## config.mk

```make
export PLATFORM = sky130hd
export DESIGN_NAME = laser_cover_scorer
export DESIGN_NICKNAME = d
export VERILOG_FILES = /design/src/rtl/laser_pkg.sv /design/src/rtl/laser_in_circle.sv /design/src/rtl/laser_cover_scorer.sv
export SDC_FILE = /design/constraint.sdc
export NUM_CORES = 1
export LEC_CHECK = 0
export CORE_MARGIN = 4
export CORE_UTILIZATION = 35
export CTS_BUF_LIST = sky130_fd_sc_hd__clkbuf_4 sky130_fd_sc_hd__clkbuf_8
export DETAILED_ROUTE_END_ITERATION = 8
export SETUP_SLACK_MARGIN = 0.4
export SLEW_MARGIN = 20
export SYNTH_ARGS = -nofsm -noshare
export SYNTH_HDL_FRONTEND = slang
export SYNTH_SLANG_ARGS = --single-unit
```

## constraint.sdc

```tcl
create_clock -name CLK -period 7.2 [get_ports CLK]
set_clock_uncertainty 0.2 [all_clocks]
set_input_delay 2.16 -clock CLK [delete_from_list [all_inputs] [get_ports CLK]]
set_output_delay 2.16 -clock CLK [all_outputs]
set_load 0.02 [all_outputs]
```

## src/rtl/laser_pkg.sv

```systemverilog
// laser_pkg: shared constants, types and helpers for the laser cover scorer.
package laser_pkg;
  localparam int CW = 4;
  localparam int NPTS = 40;
  localparam int R2 = 16;
  typedef logic [CW-1:0] coord_t;
  typedef enum logic [1:0] {LOAD, WAIT, EVAL, REPORT} state_t;
  function automatic coord_t abs_diff(input coord_t a, input coord_t b);
    return (a > b) ? a - b : b - a;
  endfunction
endpackage

```

## src/rtl/laser_in_circle.sv

```systemverilog
// laser_in_circle: combinational test of whether a point lies within R2 of a centre.
module laser_in_circle
  import laser_pkg::*;
(
  input  logic [CW-1:0] i_px,
  input  logic [CW-1:0] i_py,
  input  logic [CW-1:0] i_cx,
  input  logic [CW-1:0] i_cy,
  output logic          o_inside
);
  localparam int SW = 2*CW+1;
  coord_t w_dx, w_dy;
  logic [SW-1:0] w_d2;
  assign w_dx = abs_diff(i_px, i_cx);
  assign w_dy = abs_diff(i_py, i_cy);
  assign w_d2 = SW'(w_dx) * SW'(w_dx) + SW'(w_dy) * SW'(w_dy);
  assign o_inside = w_d2 <= SW'(R2);
endmodule

```

## src/rtl/laser_cover_scorer.sv

```systemverilog
// laser_cover_scorer: stores a point stream, then scores the two reported circles against it.
// Optional SCORER_CHECK_EN adds EXP_SCORE input and a registered PASS verdict.
module laser_cover_scorer
  import laser_pkg::*;
(
  input  logic          CLK,
  input  logic          RST,
  input  logic          PT_VALID,
  input  logic [CW-1:0] X,
  input  logic [CW-1:0] Y,
  input  logic          DONE,
  input  logic [CW-1:0] C1X,
  input  logic [CW-1:0] C1Y,
  input  logic [CW-1:0] C2X,
  input  logic [CW-1:0] C2Y,
`ifdef SCORER_CHECK_EN
  input  logic [5:0]    EXP_SCORE,
  output logic          PASS,
`endif
  output logic [5:0]    SCORE,
  output logic [5:0]    OVERLAP,
  output logic          SCORE_VALID,
  output logic          ERR,
  output logic          BUSY
);
  localparam logic [5:0] LAST = 6'(NPTS-1);
  state_t r_state, w_next;
  logic [5:0] r_idx, r_score, r_overlap;
  logic [2*CW-1:0] r_mem [NPTS];
  logic [2*CW-1:0] w_pt;
  coord_t r_c1x, r_c1y, r_c2x, r_c2y;
  logic r_err, r_valid, w_in1, w_in2, w_last_load, w_early;
  assign w_pt = r_mem[r_idx];
  assign w_last_load = (r_state == LOAD) && PT_VALID && (r_idx == LAST);
  // DONE on the very cycle the last point lands is a legal handoff, not an early finish
  assign w_early = (r_state == LOAD) && DONE && !w_last_load;
  laser_in_circle u_c1 (.i_px(w_pt[2*CW-1:CW]), .i_py(w_pt[CW-1:0]), .i_cx(r_c1x), .i_cy(r_c1y), .o_inside(w_in1));
  laser_in_circle u_c2 (.i_px(w_pt[2*CW-1:CW]), .i_py(w_pt[CW-1:0]), .i_cx(r_c2x), .i_cy(r_c2y), .o_inside(w_in2));
  always_comb begin
    w_next = r_state;
    case (r_state)
      LOAD: w_next = w_early ? REPORT : w_last_load ? WAIT : LOAD;
      WAIT: w_next = DONE ? EVAL : WAIT;
      EVAL: w_next = (r_idx == LAST) ? REPORT : EVAL;
      default: w_next = REPORT;
    endcase
  end
  always_ff @(posedge CLK)
    if (r_state == LOAD && PT_VALID) r_mem[r_idx] <= {X, Y};
  always_ff @(posedge CLK or posedge RST) begin
    if (RST) begin
      r_state <= LOAD;
      r_idx <= '0;
      r_score <= '0;
      r_overlap <= '0;
      r_c1x <= '0;
      r_c1y <= '0;
      r_c2x <= '0;
      r_c2y <= '0;
      r_err <= 1'b0;
      r_valid <= 1'b0;
    end else begin
      r_state <= w_next;
      r_valid <= r_state == REPORT;
      if (w_early) r_err <= 1'b1;
      case (r_state)
        LOAD: if (PT_VALID) r_idx <= w_last_load ? '0 : r_idx + 6'd1;
        WAIT: if (DONE) begin
          r_c1x <= C1X;
          r_c1y <= C1Y;
          r_c2x <= C2X;
          r_c2y <= C2Y;
          r_idx <= '0;
        end
        EVAL: begin
          r_idx <= r_idx + 6'd1;
          r_score <= r_score + 6'(w_in1 | w_in2);
          r_overlap <= r_overlap + 6'(w_in1 & w_in2);
        end
        default: ;
      endcase
    end
  end
`ifdef SCORER_CHECK_EN
  logic r_pass;
  always_ff @(posedge CLK or posedge RST) begin
    if (RST) r_pass <= 1'b0;
    else if (r_state == REPORT && !r_valid) r_pass <= (r_score >= EXP_SCORE) && !r_err;
  end
  assign PASS = r_pass;
`endif
  assign SCORE = r_score;
  assign OVERLAP = r_overlap;
  assign SCORE_VALID = r_valid;
  assign ERR = r_err;
  assign BUSY = r_state != REPORT;
endmodule

```

# Yosys cells after proc, flatten, opt, wreduce, memory -nomap -nowiden
# Memory sizes are Yosys's and may differ from the RTL's.
# Index checks and enable logic that the tools add are counted.
dict set report word_totals {
  register_bits 38
  ram_bits 320
  in_bits 28
  output_inout_bits 15
  elab_cells 67
  memories 1
}
# name words width read_ports rd_ports_with_merged_regs wr line
set mem_list {}
lappend mem_list {r_mem 40 8 1 0 1 laser_cover_scorer.sv:29} ;# logic [2*CW-1:0] r_mem [NPTS];
dict set report op_classes {
  n_addsub 13
  mul 4
  magnitude_cmp 6
  eq_ne 7
  n_mux 15
  n_bitwise 2
  n_reduce_logical 9
}
# operator count
set op_table {}
lappend op_table {{$mul 4x4->8} 4}
lappend op_table {{$sub 4x4->4} 8}
lappend op_table {{$add 8x8->9} 2}
lappend op_table {{$le 9x5->1 const B} 2}
lappend op_table {{$mux 6} 3}
lappend op_table {{$pmux 6 s3} 1}
lappend op_table {{$gt 4x4->1} 4}
lappend op_table {{$mux 4} 4}
lappend op_table {{$add 6x1->6} 2}
lappend op_table {{$add 6x1->6 const B} 1}
lappend op_table {{$eq 6x6->1 const B} 1}
lappend op_table {{$ne 2x2->1 const B} 3}
lappend op_table {{$pmux 2 s3} 1}
lappend op_table {{$eq 2x2->1 const B} 2}
lappend op_table {{$logic_and 1x1->1} 4}
lappend op_table {{$mux 1} 4}
lappend op_table {{$mux 2} 2}
lappend op_table {{$reduce_and 3->1} 1}
lappend op_table {{$reduce_bool 3->1} 1}
lappend op_table {{$eq 2x1->1 const B} 1}
lappend op_table {{$logic_not 2->1} 1}
lappend op_table {{$reduce_and 2->1} 1}
lappend op_table {{$and 1x1->1} 1}
lappend op_table {{$logic_not 1->1} 1}
lappend op_table {{$or 1x1->1} 1}

# Longest topological paths before layout
# An unclocked memory read counts as a cell.
dict set report logic_depth {
  ltp_word 8
  mapped_depth 35
  ltp_nobuf 31
}

# Hierarchy
# From an unflattened synthesis, not the netlist that was laid out.
dict set report unflattened {
  hier_cells 1180
  hier_area_um2 17096.4
}
# module instances cells_per_inst area_per_inst_um2 seq_area_each_um2
set by_module_without_submodules {}
lappend by_module_without_submodules {laser_cover_scorer 1 856 14361.3 10560.1}
lappend by_module_without_submodules {laser_in_circle 2 162 1367.6 0.0}

# Least setup slack after synthesis
# Ideal clock, no wire load.
dict set report synth_timing {
  kind {register -> register}
  startpoint {reg r_idx[2]}
  endpoint {reg r_score[1], in the netlist SCORE[1]}
  setup_ns 0.125
  arrival_time_ns 7.445
  required_ns 6.875
  setup_slack_ns -0.570
  stages_incl_launch_ff 30
  path_buffers 3
  synth_period_minus_slack_ns 7.770
  cell_sequence {dfrtp_1 > buf_2 > buf_2 > buf_2 > mux4_2 > mux2i_1 > nor2_1 > or4_1 > ha_1 > and4_1 > nor3_2 > mux2i_1 > xnor2_1 > or2_2 > fa_1 > fa_1 > fa_1 > inv_1 > fa_1 > ha_1 > inv_1 > fa_1 > nor2b_1 > o21ai_0 > nor3b_1 > o221ai_1 > nand2_1 > ha_1 > ha_1 > mux2_2}
}
dict set report synth_between {
  elab_chain_len 8
  word_cells_on_any_way 27
  classes_between {add/sub (11); mul (4); order compare (6); mux (4); bitwise (1); memory (1)}
}
# element line
set synth_lines {}
lappend synth_lines {{start: declaration} laser_cover_scorer.sv:28} ;# logic [5:0] r_idx, r_score, r_overlap;
lappend synth_lines {{start signal: assignment} laser_cover_scorer.sv:67} ;# LOAD: if (PT_VALID) r_idx <= w_last_load ? '0 : r_idx + 6'd1;
lappend synth_lines {{start signal: assignment} laser_cover_scorer.sv:76} ;# r_idx <= r_idx + 6'd1;
lappend synth_lines {{$mem_v2 40x8 *} --}
lappend synth_lines {{$sub 4x4->4 / $gt 4x4->1 (equally long branches)} laser_pkg.sv:9} ;# return (a > b) ? a - b : b - a;
lappend synth_lines {{$mux 4} laser_pkg.sv:9}
lappend synth_lines {{$mul 4x4->8} laser_in_circle.sv:16} ;# assign w_d2 = SW'(w_dx) * SW'(w_dx) + SW'(w_dy) * SW'(w_dy);
lappend synth_lines {{$add 8x8->9} laser_in_circle.sv:16}
lappend synth_lines {{$le 9x5->1} laser_in_circle.sv:17} ;# assign o_inside = w_d2 <= SW'(R2);
lappend synth_lines {{$or 1x1->1 *} laser_cover_scorer.sv:77} ;# r_score <= r_score + 6'(w_in1 | w_in2);
lappend synth_lines {{$add 6x1->6 *} laser_cover_scorer.sv:77}
lappend synth_lines {{end signal: assignment} laser_cover_scorer.sv:77}
lappend synth_lines {{end: declaration} laser_cover_scorer.sv:28}
# Mark *: on every way between the ends. The rest lies on a longest branch, timed or not.
# A chain may end at the register's enable or synchronous reset.

# Worst setup path after layout
dict set report layout_timing {
  startpoint {reg r_idx[1]}
  endpoint {reg r_overlap[1], in the netlist OVERLAP[1]}
}
dict set report layout_between {
  elab_chain_len 8
  word_cells_on_any_way 27
  classes_between {add/sub (11); mul (4); order compare (6); mux (4); bitwise (1); memory (1)}
}
# element line
set layout_lines {}
lappend layout_lines {{$mem_v2 40x8 *} --}
lappend layout_lines {{$sub 4x4->4 / $gt 4x4->1 (equally long branches)} laser_pkg.sv:9}
lappend layout_lines {{$mux 4} laser_pkg.sv:9}
lappend layout_lines {{$mul 4x4->8} laser_in_circle.sv:16}
lappend layout_lines {{$add 8x8->9} laser_in_circle.sv:16}
lappend layout_lines {{$le 9x5->1} laser_in_circle.sv:17}
lappend layout_lines {{$and 1x1->1 *} laser_cover_scorer.sv:78} ;# r_overlap <= r_overlap + 6'(w_in1 & w_in2);
lappend layout_lines {{$add 6x1->6 *} laser_cover_scorer.sv:78}
lappend layout_lines {{end signal: assignment} laser_cover_scorer.sv:78}
lappend layout_lines {{end: declaration} laser_cover_scorer.sv:28}
# Marks and branches as above.

==> impl_metrics.yaml <==
run_status:
  status: "complete, but fails checks"
  violations: "negative setup slack"
sta:
  finalCriticalPeriod_ns: 7.82
  worst_slew_margin_rel_pct: 29.8
  maxSlewViolCount: 0
  hold_viol_final: 0
  setup_violations: 12
  fmax_mhz: 128
  fin_ws_ns: -0.621
  tightest_slew_ns: 1.05
  fin_crit_sh_pct: 109
  rsz0062_at_grt: "true"
global_route:
  grt_pass1_vias: 11000
  antenna_found_initial: 0
  grt_pass1_wl_um: 66600
  grt.overflow.total: 0
  grt_max_degree: 41
  track_usage_pct: 16.6
logic_synthesis:
  synth-main-ff-cell: "edfxtp_1"
  synth_enable_flop_cells: 320
  syn_nets: 1249
  synth-async-reset-ratio_pct: 10.6
  ys_warn_count: 0
  synth_cells: 1117
  yosysUniqueCellTypes: 65
  avgSynthCellArea_um2: 15.2
  ys_seq_area_share_pct: 62.3
  syn-cell-area_um2: 16900
  synth_seq_cells: 358
hold_path:
  hp-class: "reg -> reg"
  whs_path_depth: 1
  hold-path-endpoint: "SCORE[5]"
  hp-start: "SCORE[5]"
layout:
  antennaDiodeCount: 0
  final_cells: 2038
  area_growth_pct: 26.3
  fillCellCount: 4245
  design_area_um2: 21400
  fin_nets: 1508
  drive_gt1_share_pct: 35.6
  post-route-util_pct: 44.7
route:
  wl_per_cell_um: 21.5
  ant_nets: 0
  wirelength_um: 43900
  vias_per_cell: 5.21
  dr.pass1.iters: 5
  vias: 10600
  route.detailed.drc: 0
  drtIter0Drc: 969
clock_tree:
  cts_tree: "done"
  ctsHtreeMaxLevel: 2
  ctsRootBufferMaster: "clkbuf_8"
  holdBufCountCts: 0
  clock_sinks: 358
  path_clk_slew_ns: 0.06
  cts_made_buffers: 58
  cts_buffer_depth: 3
  insertion_delay_ns: 0.66
setup_path:
  path_max_fanout: 6
  rrSetupSlack_ns: -0.62
  reg2reg_depth: 30
  cp_common_cell: "fa_1"
  r2r-end: "OVERLAP[1]"
  startpoint_type: "flop"
  slowest_stage: "fa_1"
  arrival_ns: 8.14
  required_ns: 7.52
  crit_type: "reg -> reg"
  end_kind: "flop"
  critPathMaxStageDelay_ns: 0.55
  r2r-start: "r_idx[1]"
floorplan:
  fp.dieH_um: 228
  die_area_um2: 52000
  core-area_um2: 47800
  rows: 80
  initial_core_util_pct: 35.4
  ios: 43
  dieWidth_um: 228
placement:
  gp_congestion: 0.867
  dp_hpwl_um: 29300
  dp_slack_ns: -1.00
  dp.cells: 1905
  io_buffer_count: 42
  placed_area_um2: 19400
job:
  maxCapViolCount: 0
-- metal layers --
metal | track usage [%] | vias up | share of wire, %
met2 | 27.2 | 319 | 48
li1 | - | 4803 | -
met1 | 22.1 | 5426 | 43
met5 | 0 | - | 0
met4 | 4.65 | 0 | 2.3
met3 | 3.98 | 74 | 6.6
-- sequential cells by signal, indices dropped and copies added (netlist names) --
register	flops
r_c1y	4
r_state	2
r_c2y	4
ERR	1
r_mem	320
SCORE_VALID	1
OVERLAP	6
r_c1x	4
SCORE	6
r_idx	6
r_c2x	4
-- worst max path at each step --
stage | start | to | slack (ns) | depth (start not counted)
6_report | r_idx[1] | OVERLAP[1] | -0.62 | 30
3_3_place_gp | r_idx[0] | SCORE[1] | -0.88 | 30
2_1_floorplan | r_idx[1] | SCORE[1] | -0.16 | 29
5_1_grt | r_idx[1] | OVERLAP[5] | -0.86 | 31
3_5_place_dp | r_idx[0] | OVERLAP[1] | -1.00 | 30
4_1_cts | r_idx[1] | OVERLAP[1] | -0.59 | 31
-- cell type report --
class	instances	area [µm²]	share of cell area, %
clock buffers	81	977	4.56
clock inverters	26	190	0.888
inverters	73	274	1.28
multi-input cells	637	6430	30.0
flip-flops and latches	358	10600	49.4
well taps	615	769	3.59
repair buffers	248	2200	10.3
-- kinds of logic (layout without fill, tap and decap cells) --
logic type	Yosys count	count (layout)	synth area share, %
muxes	117	117	10.7
buffers and inverters	122	428	3.17
xor gates and xnor gates	15	15	0.775
and+or+nand+nor	231	231	6.90
adders and majority gates	104	104	9.01
AOI/OAI and AO/OA	170	170	7.10
DFF	358	358	62.3
-- critical path, delay by kind of cell (launching register included) --
family / cells / cell delay, ns
flip-flops: 1 / 0.52
adder cells (fa/ha/maj): 9 / 3.47
buffers and inverters: 6 / 0.72
AO/OA/AOI/OAI: 7 / 1.21
AND/OR/NAND/NOR: 6 / 1.05
multiplexers: 2 / 0.53
-- layout by cell type (no fill, tap or decap), types with 13 or more instances in the layout --
master	Yosys	layout
clkbuf_4	0	22
mux2_2	37	35
mux2i_1	32	21
clkdlybuf4s50_1	0	42
buf_4	6	180
nor2b_1	20	15
nor2_1	84	74
inv_1	73	68
edfxtp_1	320	320
clkbuf_8	0	59
nand2_1	39	38
clkinv_1	0	15
ha_1	74	56
a22oi_1	22	18
a21oi_1	27	20
a221oi_1	18	14
dfrtp_1	38	35
fa_1	30	25
mux4_2	48	48
o21ai_0	26	21
buf_6	5	13
-- stage by stage --
| stage | setup TNS [ns] | hold slack [ns] |
|---|---|---|
| 6_report | -6.35 | 0.265 |
| 4_1_cts | -6.08 | 0.267 |
| 5_1_grt | -9.40 | 0.294 |
| 2_1_floorplan | -0.610 | 0.279 |
| 3_5_place_dp | -10.98 | 0.260 |
| 3_3_place_gp | -9.25 | 0.255 |
-- cells in the mapped netlist (all sizes together), types with 22 or more instances --
master,instances,area [µm²]
a21oi,27,135
a22oi,22,165
buf,30,193
dfrtp,38,951
edfxtp,320,9610
fa,30,601
ha,74,926
inv,73,274
mux2,37,417
mux2i,32,320
mux4,48,1080
nand2,39,146
nor2,84,315
o21ai,26,130
-- what timing repair did --
item                                    in CTS  in global routing
setup buffers                               17                  6
pin swaps                                   32                 22
endpoints found under the setup margin      12                 12
gates cloned                                 3                  0
resized for setup                           79                 35
Power is not shown: default switching activity piles up to over one toggle a cycle in this logic, so the estimate is an artifact.
